### config.mk
export PLATFORM = sky130hd
export DESIGN_NAME = pad_cfg_frame
export DESIGN_NICKNAME = d
export VERILOG_FILES = /design/src/rtl/pad_cfg_pkg.sv /design/src/rtl/pad_pwr_seq.sv /design/src/rtl/pad_cfg_frame.sv
export SDC_FILE = /design/constraint.sdc
export NUM_CORES = 1
export LEC_CHECK = 0
export BUFFER_PORTS_ARGS = -buffer_cell sky130_fd_sc_hd__buf_2
export CORE_MARGIN = 10
export CORE_UTILIZATION = 49
export CTS_CLUSTER_SIZE = 20
export DETAILED_ROUTE_END_ITERATION = 16
export MAX_ROUTING_LAYER = met4
export PLACE_DENSITY_LB_ADDON = 0.08
export SLEW_MARGIN = 20
export SYNTH_ARGS = -nofsm -noshare
export SYNTH_HDL_FRONTEND = slang
export SYNTH_SLANG_ARGS = --single-unit
### constraint.sdc
create_clock -name clk_i -period 1.7 [get_ports clk_i]
set_input_delay 0.34 -clock clk_i [delete_from_list [all_inputs] [get_ports clk_i]]
set_output_delay 0.34 -clock clk_i [all_outputs]
set_load 0.02 [all_outputs]
### src/rtl/pad_cfg_pkg.sv
// Shared types for the configurable pad frame: per-pad config register layout,
// power sequencer states and the registered power-control bundle.
package pad_cfg_pkg;

  typedef struct packed {
    logic       rsvd;
    logic       force_in;
    logic       smt;
    logic       slw;
    logic [1:0] drv;
    logic [1:0] sel;
  } pad_cfg_t;

  // Out of reset every pad is a forced input with function 0 selected.
  localparam pad_cfg_t   PAD_CFG_RST   = pad_cfg_t'(8'h40);
  // The reserved bit is never stored, so it always reads back as 0.
  localparam logic [7:0] PAD_CFG_WMASK = 8'h7F;

  typedef enum logic [2:0] {
    OFF, IO_UP, CORE_UP, BIAS_UP, ACTIVE, RET, RET_EXIT
  } pwr_state_e;

  typedef struct packed {
    logic iopwrok;
    logic pwrok;
    logic bias;
    logic retc;
    logic ready;
    logic freeze;
  } pwr_ctl_t;

  // Power-control levels that belong to each sequencer state.
  function automatic pwr_ctl_t pwr_decode(input pwr_state_e s);
    pwr_ctl_t c;
    c = '0;
    case (s)
      IO_UP:   c.iopwrok = 1'b1;
      CORE_UP: begin c.iopwrok = 1'b1; c.pwrok = 1'b1; end
      BIAS_UP: begin c.iopwrok = 1'b1; c.pwrok = 1'b1; c.bias = 1'b1; end
      ACTIVE:  begin c.iopwrok = 1'b1; c.pwrok = 1'b1; c.bias = 1'b1; c.ready = 1'b1; end
      RET, RET_EXIT: begin
        c.iopwrok = 1'b1; c.pwrok = 1'b1; c.bias = 1'b1;
        c.retc    = 1'b1; c.freeze = 1'b1;
      end
      default: c = '0;
    endcase
    return c;
  endfunction

endpackage

### src/rtl/pad_pwr_seq.sv
// Pad-ring power-up / retention sequencer. Steps OFF -> IO_UP -> CORE_UP ->
// BIAS_UP -> ACTIVE, each step PWR_DLY cycles apart, and handles retention
// entry/exit. All outputs come straight from flops.
module pad_pwr_seq
  import pad_cfg_pkg::*;
#(
  parameter int PWR_DLY = 16
) (
  input  logic clk_i,
  input  logic rst_i,
  input  logic ret_req_i,
  output logic iopwrok_o,
  output logic pwrok_o,
  output logic bias_o,
  output logic retc_o,
  output logic pwr_ready_o,
  output logic freeze_o
);

  localparam int            CW       = (PWR_DLY > 1) ? $clog2(PWR_DLY) : 1;
  localparam logic [CW-1:0] CNT_LAST = CW'(PWR_DLY - 1);

  pwr_state_e    state_q;
  logic [CW-1:0] cnt_q;
  pwr_ctl_t      ctl_q;

  // Next step of the power-up ramp.
  function automatic pwr_state_e up_next(input pwr_state_e s);
    case (s)
      OFF:     return IO_UP;
      IO_UP:   return CORE_UP;
      CORE_UP: return BIAS_UP;
      default: return ACTIVE;
    endcase
  endfunction

  // Sequencer state, step counter and power-control outputs.
  always_ff @(posedge clk_i) begin
    if (rst_i) begin
      state_q <= OFF;
      cnt_q   <= '0;
      ctl_q   <= '0;
    end else begin
      case (state_q)
        OFF, IO_UP, CORE_UP, BIAS_UP: begin
          // Retention requests are ignored until the ring is fully up.
          if (cnt_q == CNT_LAST) begin
            cnt_q   <= '0;
            state_q <= up_next(state_q);
            ctl_q   <= pwr_decode(up_next(state_q));
          end else begin
            cnt_q <= cnt_q + 1'b1;
          end
        end
        ACTIVE: begin
          cnt_q <= '0;
          if (ret_req_i) begin
            state_q <= RET;
            ctl_q   <= pwr_decode(RET);
          end
        end
        RET: begin
          cnt_q <= '0;
          if (!ret_req_i) begin
            state_q <= RET_EXIT;
            ctl_q   <= pwr_decode(RET_EXIT);
          end
        end
        RET_EXIT: begin
          if (ret_req_i) begin
            cnt_q   <= '0;
            state_q <= RET;
            ctl_q   <= pwr_decode(RET);
          end else if (cnt_q == CNT_LAST) begin
            cnt_q   <= '0;
            state_q <= ACTIVE;
            ctl_q   <= pwr_decode(ACTIVE);
          end else begin
            cnt_q <= cnt_q + 1'b1;
          end
        end
        default: begin
          state_q <= OFF;
          cnt_q   <= '0;
          ctl_q   <= '0;
        end
      endcase
    end
  end

  assign iopwrok_o   = ctl_q.iopwrok;
  assign pwrok_o     = ctl_q.pwrok;
  assign bias_o      = ctl_q.bias;
  assign retc_o      = ctl_q.retc;
  assign pwr_ready_o = ctl_q.ready;
  assign freeze_o    = ctl_q.freeze;

endmodule

### src/rtl/pad_cfg_frame.sv
// Register-programmable pad frame: per-pad config registers, function mux with
// registered pad controls, input synchronisers and the embedded power sequencer.
module pad_cfg_frame
  import pad_cfg_pkg::*;
#(
  parameter  int NUM_PADS    = 16,
  parameter  int NUM_FUNC    = 4,
  parameter  int PWR_DLY     = 16,
  parameter  int SYNC_STAGES = 2,
  localparam int AW          = (NUM_PADS > 1) ? $clog2(NUM_PADS) : 1
) (
  input  logic                         clk_i,
  input  logic                         rst_i,
  input  logic                         cfg_req_i,
  input  logic                         cfg_we_i,
  input  logic [AW-1:0]                cfg_addr_i,
  input  logic [7:0]                   cfg_wdata_i,
  output logic                         cfg_gnt_o,
  output logic                         cfg_rvalid_o,
  output logic [7:0]                   cfg_rdata_o,
  input  logic [NUM_PADS*NUM_FUNC-1:0] func_out_i,
  input  logic [NUM_PADS*NUM_FUNC-1:0] func_oen_i,
  output logic [NUM_PADS-1:0]          func_in_o,
  output logic [NUM_PADS-1:0]          pad_out_o,
  output logic [NUM_PADS-1:0]          pad_oen_o,
  output logic [2*NUM_PADS-1:0]        pad_drv_o,
  output logic [NUM_PADS-1:0]          pad_slw_o,
  output logic [NUM_PADS-1:0]          pad_smt_o,
  input  logic [NUM_PADS-1:0]          pad_in_i,
  output logic                         pwrok_o,
  output logic                         iopwrok_o,
  output logic                         bias_o,
  output logic                         retc_o,
  input  logic                         ret_req_i,
  output logic                         pwr_ready_o
);

  localparam logic [AW:0] NP_LIM = (AW + 1)'(NUM_PADS);
  localparam logic [2:0]  NF_LIM = 3'(NUM_FUNC);

  pad_cfg_t   cfg_q [NUM_PADS];
  pad_cfg_t   wcfg;
  logic       addr_ok;
  logic [7:0] rd_val;
  logic       freeze;

  assign cfg_gnt_o = cfg_req_i;
  assign addr_ok   = ({1'b0, cfg_addr_i} < NP_LIM);
  assign wcfg      = pad_cfg_t'(cfg_wdata_i & PAD_CFG_WMASK);

  // Response data: writes echo the value being stored, unmapped pads read 0.
  always_comb begin
    rd_val = 8'h00;
    if (addr_ok) rd_val = cfg_we_i ? wcfg : cfg_q[cfg_addr_i];
  end

  // Config register file; writes to unmapped pads are dropped.
  always_ff @(posedge clk_i) begin
    if (rst_i) begin
      for (int i = 0; i < NUM_PADS; i++) cfg_q[i] <= PAD_CFG_RST;
    end else if (cfg_req_i && cfg_we_i && addr_ok) begin
      cfg_q[cfg_addr_i] <= wcfg;
    end
  end

  // One-cycle access response for every granted request.
  always_ff @(posedge clk_i) begin
    if (rst_i) begin
      cfg_rvalid_o <= 1'b0;
      cfg_rdata_o  <= 8'h00;
    end else begin
      cfg_rvalid_o <= cfg_req_i;
      if (cfg_req_i) cfg_rdata_o <= rd_val;
    end
  end

  pad_pwr_seq #(
    .PWR_DLY (PWR_DLY)
  ) u_pwr_seq (
    .clk_i       (clk_i),
    .rst_i       (rst_i),
    .ret_req_i   (ret_req_i),
    .iopwrok_o   (iopwrok_o),
    .pwrok_o     (pwrok_o),
    .bias_o      (bias_o),
    .retc_o      (retc_o),
    .pwr_ready_o (pwr_ready_o),
    .freeze_o    (freeze)
  );

  for (genvar p = 0; p < NUM_PADS; p++) begin : g_pad
    logic [3:0]             fo, fe;
    logic                   sel_ok;
    logic                   out_q, oen_q, slw_q, smt_q;
    logic [1:0]             drv_q;
    logic [SYNC_STAGES-1:0] sync_q;

    // Gather this pad's functional sources; unused slots read as disabled.
    always_comb begin
      fo = '0;
      fe = '1;
      for (int f = 0; f < NUM_FUNC; f++) begin
        fo[f] = func_out_i[p*NUM_FUNC + f];
        fe[f] = func_oen_i[p*NUM_FUNC + f];
      end
    end

    assign sel_ok = ({1'b0, cfg_q[p].sel} < NF_LIM);

    // Pad controls: live when ACTIVE, held through retention, safe otherwise.
    always_ff @(posedge clk_i) begin
      if (rst_i) begin
        out_q <= 1'b0;
        oen_q <= 1'b1;
        drv_q <= 2'b00;
        slw_q <= 1'b0;
        smt_q <= 1'b0;
      end else if (pwr_ready_o) begin
        out_q <= sel_ok & fo[cfg_q[p].sel];
        oen_q <= cfg_q[p].force_in | ~sel_ok | fe[cfg_q[p].sel];
        drv_q <= cfg_q[p].drv;
        slw_q <= cfg_q[p].slw;
        smt_q <= cfg_q[p].smt;
      end else if (!freeze) begin
        out_q <= 1'b0;
        oen_q <= 1'b1;
        drv_q <= 2'b00;
        slw_q <= 1'b0;
        smt_q <= 1'b0;
      end
    end

    // Input synchroniser for the asynchronous pad return path.
    always_ff @(posedge clk_i) begin
      if (rst_i) sync_q <= '0;
      else       sync_q <= {sync_q[SYNC_STAGES-2:0], pad_in_i[p]};
    end

    assign pad_out_o[p]       = out_q;
    assign pad_oen_o[p]       = oen_q;
    assign pad_drv_o[2*p +: 2] = drv_q;
    assign pad_slw_o[p]       = slw_q;
    assign pad_smt_o[p]       = smt_q;
    assign func_in_o[p]       = sync_q[SYNC_STAGES-1];
  end

endmodule

# [Yosys cells after proc, flatten, opt, wreduce, memory -nomap -nowiden]
# Memories as Yosys holds them, arrays and structs flattened. A register that Yosys moved wholly into a read port is not among the register bits.
# Cells that the tools add are included.
[op_classes] magnitude_cmp=16 add_sub_neg=1 n_reduce_logical=9 mux=179 eq_ne=18 bitwise_logic=16
[op_table] operator="1-bit two-way mux" n=109
[op_table] operator="1-bit binary-select mux with 2-bit select" n=32
[op_table] operator="2-bit by 3-bit < comparator with 1-bit output, second input constant" n=16
[op_table] operator="2-bit two-way mux" n=17
[op_table] operator="6-bit two-way mux" n=5
[op_table] operator="6-bit one-hot mux with 4 select lines" n=1
[op_table] operator="3-bit two-way mux" n=7
[op_table] operator="3-bit equality test, second input constant" n=6
[op_table] operator="1-bit OR" n=16
[op_table] operator="3-bit by 2-bit equality test with 1-bit output, second input constant" n=4
[op_table] operator="4-bit two-way mux" n=3
[op_table] operator="3-bit one-hot mux with 4 select lines" n=1
[op_table] operator="3-bit one-hot mux with 3 select lines" n=1
[op_table] operator="8-bit two-way mux" n=1
[op_table] operator="4-bit one-hot mux with 2 select lines" n=1
[op_table] operator="4-bit OR reduction" n=2
[op_table] operator="7-bit two-way mux" n=1
[op_table] operator="7-bit OR reduction" n=1
[op_table] operator="3-bit by 1-bit equality test with 1-bit output, second input constant" n=2
[op_table] operator="6-bit OR reduction" n=1
[op_table] operator="5-bit OR reduction" n=1
[op_table] operator="4-bit by 1-bit adder with 4-bit output, second input constant" n=1
[op_table] operator="4-bit equality test, second input constant" n=1
[op_table] operator="2-bit by 1-bit != test with 1-bit output, second input constant" n=2
[op_table] operator="other kinds (6)" n=7
[totals] wordCells=346 n_memories=1 ff_bits=150 ram_bits=112 inputBits=161
[mem_list] memory="cfg_q" depth=16 word_bits=7 rd=17 rd_clocked_by_memory_dff=1 write_ports=16 line="pad_cfg_frame.sv:41" rtl="pad_cfg_t cfg_q [NUM_PADS];"

# [Longest topological paths before layout]
# Gate-level depths: netlist of run 1.
[logic_depth] depth_word=10 mapped_depth=6

# [By module]
# From an unflattened synthesis of run 1, not the netlist that was laid out.
[hier_totals] cells_unflattened=1211 area_unflattened_um2=12344.3
[modules_own_cells] mod="pad_cfg_frame" area_per_inst_um2=11696.2 cells_each=1140 instances=1
[modules_own_cells] mod="pad_pwr_seq" area_per_inst_um2=648.1 cells_each=71 instances=1

# [Least setup slack after synthesis of run 1]
# No wires, ideal clock.
[synth_timing] path_type="input port to flip-flop" start="in rst_i" end="mem cfg_q[1][0] (netlist bit), enable pin" arrival_ps=1469 setup_time_ps=324 setup_slack_ps=-93 path_stages=5 n_path_buf=1 cell_sequence="clkbuf_1 nor3b_1 nand3_1 nor3_2 or2_1"
[synth_rtl] element="from (decl)" line="pad_cfg_frame.sv:13" rtl="input logic rst_i,"
[synth_rtl] element="to (decl)" line="pad_cfg_frame.sv:41"

==> metrics.txt, run 1 <==
gr usage total=0.2335; minimum hold slack=0.02224 ns; maximum number of pins on one net before global-route repair=53; cell area after technology mapping=12210 um2; effective utilization at floorplan=0.5007; share of the core filled with cells in the final layout=0.6168; length in cells of the worst reg-to-reg path=4; Least-Margin Pin Slew=0.5428 ns; share of cells above drive strength 1=0.3137; Iter 0 DRT Violations=796; final weighted congestion in routability-driven placement=0.9523; total of max-cap violations=0; Area contributors post-synth=edfxtp_1, dfxtp_1, nor2_1; chip width=177.9 um; Synth Net Count=1385; antenna violations before repair=1; met1 demand-to-capacity share in global routing=0.3060; global-route track usage on met2=0.3659; cell type with the largest total area after synthesis=edfxtp_1; cell count after synthesis=1223; ys async rst share=0; final clock period utilization by the worst path=0.9627; Cell Rows=57; endpoint of the worst register-to-register path=g_pad[15].oen_q$_SDFFE_PP1P_; required time of the critical path=2.14 ns; Period minus WS final=1.637 ns; maximum clock frequency=0.6110 GHz; vias in the first global route=9402; relative slew slack=0.6381; Static Leakage=0.006508 uW; Min-Delay Startpoint=pad_in_i[4]; met3 GRT Util=0.04377; Yosys Warn Count=0; ANT nets after route=0; register bit count reported by yosys=260; setup slack of the most critical reg-to-reg path=0.06 ns; DRC errors left=0; post-synth cell types=50; ratio of routed vias to standard cells=5.265; max-slew violations=0; nets@finish=1649; clock transition at the registers of the reported paths=0.06 ns; number of buffers created by CTS=28; type of the tightest min-delay check=in2reg; maximum net fanout on the critical path=2; most frequently used cell type in the post-synthesis netlist=nor2_1; Die Outline Area=31640 um2; DIE HEIGHT=177.9 um; hold path depth=2; WL/cell=20.46 um; number of port buffers=285; estimated wirelength of the detail-placed design=27.97 mm; type of element launching the critical path=flip-flop; first-pass GRT wire length=55.48 mm; area added between synthesis and finish=23.17%; setup violation total in the final timing report=0; CP endpoint kind=flip-flop; worst vdd ir=0.6644 mV; Max Buffers Root-to-Sink=3; worst clock skew=0.01180 ns; origin of the critical flop-to-flop path=cfg_q[15][0]$_SDFFCE_PN0P_; TritonCTS clock tree=done; Num Clock Sinks=260; Routed WL=37.51 mm; Post-synth top cells=nor2_1, dfxtp_1, edfxtp_1, and2_1, nand2_1; syn_area_per_cell=9.986 um2; Crit path arrival time=2.07 ns; type of the setup path with the least slack=reg2reg; top-level I/O count=288; final count of hold timing violations=0; Core Area=24390 um2; Clock Tree Root=clkbuf_16; vias after detailed routing=9651; CTS H-tree depth=1; proportion of netlist area held by the largest area contributor=0.2754; register area share after synthesis=0.5180; most utilized layer in the global route result=met2; leading register cell type out of synthesis=dfxtp_1; number of iterations in the first detailed-routing pass=6; aggregate global routing overflow=0; status=complete, no violations; later-pin clock latency in the skew report=0.55 ns; unrepaired setup endpoints after global routing=no; worst min-delay path endpoint=g_pad[4].sync_q[0]$_SDFF_PP0_; power per standard cell area=988.6 nW/um2; count of flip-flops with a built-in enable after synthesis=112
cell families (layout without fill, tap and decap cells):
| logic type | count (synthesis) | in the layout | share of synthesized area |
|---|---|---|---|
| flip-flops | 260 | 260 | 0.5180 |
| buffers and inverters | 171 | 456 | 0.08053 |
| multiplexers | 86 | 86 | 0.1053 |
| AND/OR/NAND/NOR | 535 | 535 | 0.2100 |
| XOR/XNOR | 2 | 2 | 0.001435 |
| AO/OA/AOI/OAI | 167 | 167 | 0.08339 |
| adder cells (fa/ha/maj) | 1 | 1 | 0.001024 |
| other | 1 | 2 | 0.0003071 |
how the worst max path moves through the flow:
stage	startpoint	endpoint	slack, ns
finish	cfg_q[15][0]$_SDFFCE_PN0P_	g_pad[15].oen_q$_SDFFE_PP1P_	0.06
global route	u_pwr_seq.cnt_q[1]$_SDFF_PP0_	u_pwr_seq.pwrok_o$_SDFFE_PP0P_	0.003
CTS	u_pwr_seq.cnt_q[0]$_SDFF_PP0_	u_pwr_seq.bias_o$_SDFFE_PP0P_	0.05
detailed placement	cfg_addr_i[1]	cfg_q[3][6]$_SDFFCE_PN1P_	-0.18
global placement	cfg_addr_i[1]	cfg_q[3][3]$_SDFFCE_PN0P_	-0.10
floorplan	rst_i	cfg_q[1][0]$_SDFFCE_PN0P_	-0.02
flip-flops by register name, indices dropped and copies added, names as in the netlist:
register               count
cfg_q                    112
cfg_rdata_o                7
cfg_rvalid_o               1
g_pad.drv_q               32
g_pad.oen_q               16
g_pad.out_q               16
g_pad.slw_q               16
g_pad.smt_q               16
g_pad.sync_q              32
u_pwr_seq.bias_o           1
u_pwr_seq.cnt_q            4
u_pwr_seq.iopwrok_o        1
u_pwr_seq.pwr_ready_o      1
u_pwr_seq.pwrok_o          1
u_pwr_seq.retc_o           1
u_pwr_seq.state_q          3
timing repair:
item / in CTS / in global routing
pin swaps: 0 / 1
cloned: 0 / 0
setup endpoints to repair: 1 / 2
resized for setup: 0 / 2
hold buffers: 12 / 0
endpoints found under the hold margin: 12 / 0
setup buffers: 1 / 1
layer usage:
metal  part of all wire  routed length (um)
met2               0.46               17440
met5                  0                   0
met1               0.43               16280
met4              0.024                 903
met3              0.077                2893
cell type report:
class / instances / area, um2
fillers: 2123 / 9348
flip-flops and latches: 260 / 6335
multi-input cells: 792 / 4918
repair buffers: 394 / 2340
clock buffers: 31 / 711.9
well taps: 324 / 405.4
clock inverters: 20 / 289.0
inverters: 11 / 41.29
diodes: 1 / 2.502
power breakdown:
part | total (uW) | leakage, uW | switching [uW] | internal [uW]
Sequential | 6920 | 0.00228 | 194 | 6720
Clock | 6630 | 0.000478 | 2550 | 4080
Combinational | 1330 | 0.00375 | 716 | 614
worst max-delay path, cell delays in order (launching register included):
cell,delay [ns]
edfxtp_1,0.39
mux4_2,0.53
nor2_1,0.26
a22oi_1,0.13
or2_1,0.21
cells in the final DEF, fill, tap and decap left out, types with 3 or more instances in the layout:
cell type      count
buf_2            284
nor2_1           225
dfxtp_1          145
edfxtp_1         112
and2_1            98
buf_4             93
nand2_1           91
a21oi_1           88
mux2i_1           52
nor2b_1           41
mux4_2            34
or2_1             28
clkbuf_16         28
a22oi_1           27
o21ai_0           12
or3_1             12
dlygate4sd3_1     12
inv_1             10
nand2b_1           8
nand3_1            7
a221oi_1           7
o22ai_1            7
o221ai_1           7
a211oi_1           7
bufinv_16          7
nor3_1             6
or2_4              5
clkinv_1           5
buf_12             5
nor3_2             3
clkbuf_1           3
clkinv_2           3
metrics by stage:
step	setup TNS [ns]	cell area (um2)	total power [uW]	worst slack (ns)	instances
after global routing	0	15040	15310	0.002949	1833
after floorplan	-0.1337	12230	7674	-0.01910	1223
final	0	15040	14870	0.06345	1833
after global placement	-4.273	13900	8333	-0.1015	1767
after detailed placement	-8.275	13900	8348	-0.1790	1767
after CTS	0	15030	14960	0.05089	1831
(Power assumes the default switching activity.)
==> inputs of run 2 (changes only) <==
--- a/config.mk
+++ b/config.mk
@@ -10,6 +10,7 @@
 export CORE_UTILIZATION = 49
 export CTS_CLUSTER_SIZE = 20
 export DETAILED_ROUTE_END_ITERATION = 16
+export HOLD_SLACK_MARGIN = 0.08
 export MAX_ROUTING_LAYER = met4
 export PLACE_DENSITY_LB_ADDON = 0.08
 export SLEW_MARGIN = 20
==> run 2 against run 1 <==
Against the previous run:
- worst setup slack better by 0.016 ns
- critical endpoint is now pwr_ready_o
- final cell count rose by 0.22%
- die area unchanged
- largest cell class unchanged
- register-to-register slack better by 0.03 ns
- total power about the same
- routed wire length rose by 0.26%
- sequential share of layout area shrank 0.11 points
- sequential power is essentially flat
- worst hold slack better by 0.19 ns
- sequential cell count unchanged
- clock-buffer cell count unchanged
==> metrics.txt, run 2 (same netlist as run 1, synthesis figures left out) <==
final count of hold timing violations=0; top-level I/O count=288; cell-internal power=11420 uW; share of cells above drive strength 1=0.3128; WL/cell=20.47 um; total of max-cap violations=0; Least-Margin Pin Slew=0.5401 ns; antenna violations before repair=1; Crit path max-delay family=flip-flops; TritonCTS clock tree=done; maximum net fanout on the critical path=16; Core Area=24390 um2; unrepaired setup endpoints after global routing=no; type of the setup path with the least slack=reg2out; estimated wirelength of the detail-placed design=27.97 mm; worst setup timing slack at the placement stage=-0.1790 ns; effective utilization at floorplan=0.5007; Period minus WS final=1.621 ns; Clock Tree Root=clkbuf_16; most frequent standard cell in the layout excluding fill and tap cells=buf_2; largest registers ranked by flip-flop count=cfg_q x112, g_pad.drv_q x32, g_pad.sync_q x32; worst vdd ir=0.6731 mV; DRC errors left=0; hold path depth=3; number of logic stages on the critical path including buffering=1; clock share of power=0.445; clock transition at the registers of the reported paths=0.06 ns; Crit path arrival time=1.28 ns; maximum number of pins on one net before global-route repair=53; required time of the critical path=1.36 ns; slowest stage delay, CP=0.51 ns; setup violation total in the final timing report=0; relative slew slack=0.6399; Die Outline Area=31640 um2; CTS H-tree depth=1; power per standard cell area=986.1 nW/um2; number of iterations in the first detailed-routing pass=5; worst setup path endpoint=pwr_ready_o; endpoint of the worst register-to-register path=g_pad[15].oen_q$_SDFFE_PP1P_; Post-DP Area=13900 um2; ANT nets after route=0; later-pin clock latency in the skew report=0.55 ns; Routed WL=37.61 mm; Largest register FFs=112; Iter 0 DRT Violations=844; Cell Rows=57; type of the tightest min-delay check=in2reg; maximum clock frequency=0.6169 GHz; CP endpoint kind=primary output; origin of the critical flop-to-flop path=cfg_q[15][0]$_SDFFCE_PN0P_; setup slack of the most critical reg-to-reg path=0.09 ns; sequential share of power=0.465; worst clock skew=0.009762 ns; DIE HEIGHT=177.9 um; type of element launching the critical path=flip-flop; status=complete, no violations; share of the core filled with cells in the final layout=0.6184; register bank with the most flops=cfg_q; Sw Share=0.2325; number of buffers created by CTS=28; aggregate global routing overflow=0; max-slew violations=0; Slowest cell on crit path=dfxtp_4; final clock period utilization by the worst path=0.9535; vias in the first global route=9434; Static Leakage=0.006525 uW; most used cells in the layout excluding fill and tap cells=buf_2, nor2_1, dfxtp_1; Non-Filler Cell Area, Final=15080 um2; final weighted congestion in routability-driven placement=0.9523; length in cells of the worst reg-to-reg path=4; area added between synthesis and finish=23.50%; cells along the critical path=buf_2; source of the critical timing path=u_pwr_seq.pwr_ready_o$_SDFFE_PP0P_; nets@finish=1653; chip width=177.9 um; Max Buffers Root-to-Sink=3; worst path bufs/invs=1; min setup slack post-route=0.07897 ns; gr usage total=0.2347; Sw Pwr=3459 uW; number of port buffers=285; ratio of routed vias to standard cells=5.237; Fill cells=2115; logic gate share of total power=0.090; vias after detailed routing=9621; first-pass GRT wire length=55.71 mm; Num Clock Sinks=260
run 2: how the worst min path moves through the flow:
stage	from	end	slack (ns)
final	ret_req_i	u_pwr_seq.state_q[0]$_SDFFE_PP0P_	0.21
after global routing	ret_req_i	u_pwr_seq.state_q[0]$_SDFFE_PP0P_	0.23
after CTS	ret_req_i	u_pwr_seq.state_q[0]$_SDFFE_PP0P_	0.19
after detailed placement	g_pad[8].sync_q[0]$_SDFF_PP0_	g_pad[8].sync_q[1]$_SDFF_PP0_	0.42
after global placement	g_pad[8].sync_q[0]$_SDFF_PP0_	g_pad[8].sync_q[1]$_SDFF_PP0_	0.41
after floorplan	g_pad[0].sync_q[0]$_SDFF_PP0_	g_pad[0].sync_q[1]$_SDFF_PP0_	0.41
run 2: power by group through the flow:
| stage | Sequential [uW] | Combinational (uW) | Clock (uW) |
|---|---|---|---|
| floorplan | 6970 | 702 | 0 |
| global placement | 7050 | 1290 | 0 |
| detailed placement | 7050 | 1300 | 0 |
| CTS | 6920 | 1330 | 6710 |
| global route | 6940 | 1430 | 6950 |
| finish | 6920 | 1340 | 6620 |
run 2: cell type report:
cell class | count | area [um2] | area share
Clock inverter | 20 | 289.0 | 0.01916
Timing Repair Buffer | 398 | 2380 | 0.1578
Sequential cell | 260 | 6335 | 0.4200
Inverter | 11 | 41.29 | 0.002737
Multi-Input combinational cell | 792 | 4918 | 0.3261
Clock buffer | 31 | 711.9 | 0.04720
Antenna cell | 1 | 2.502 | 0.0001659
Tap cell | 324 | 405.4 | 0.02688
run 2: through the flow:
step	TNS (ns)	instances	hold WS, ns	total power, uW
2_1_floorplan	-0.1337	1223	0.4138	7674
3_3_place_gp	-4.273	1767	0.4149	8333
3_5_place_dp	-8.275	1767	0.4246	8348
4_1_cts	0	1835	0.1931	14960
5_1_grt	0	1837	0.2287	15320
6_report	0	1837	0.2106	14870
run 2: worst reg2reg max path: stages (launching register included):
cell,delay (ns)
edfxtp_1,0.39
mux4_2,0.53
nor2_1,0.25
a22oi_1,0.13
or2_1,0.21
run 2: routing by layer:
metal	part of all wire	up-vias	wire length (um)	GRT usage
met5	0	-	0	-
met4	0.025	0	926	0.06078
met3	0.076	63	2848	0.04505
met2	0.47	365	17500	0.3695
met1	0.43	4548	16330	0.3054
li1	-	4645	-	-
run 2: what timing repair did:
action	in CTS	in global routing
endpoints found under the setup margin	1	2
hold buffers	16	0
pin swaps	0	1
gates resized for setup	0	2
hold endpoints to repair	16	0
setup buffers	1	1
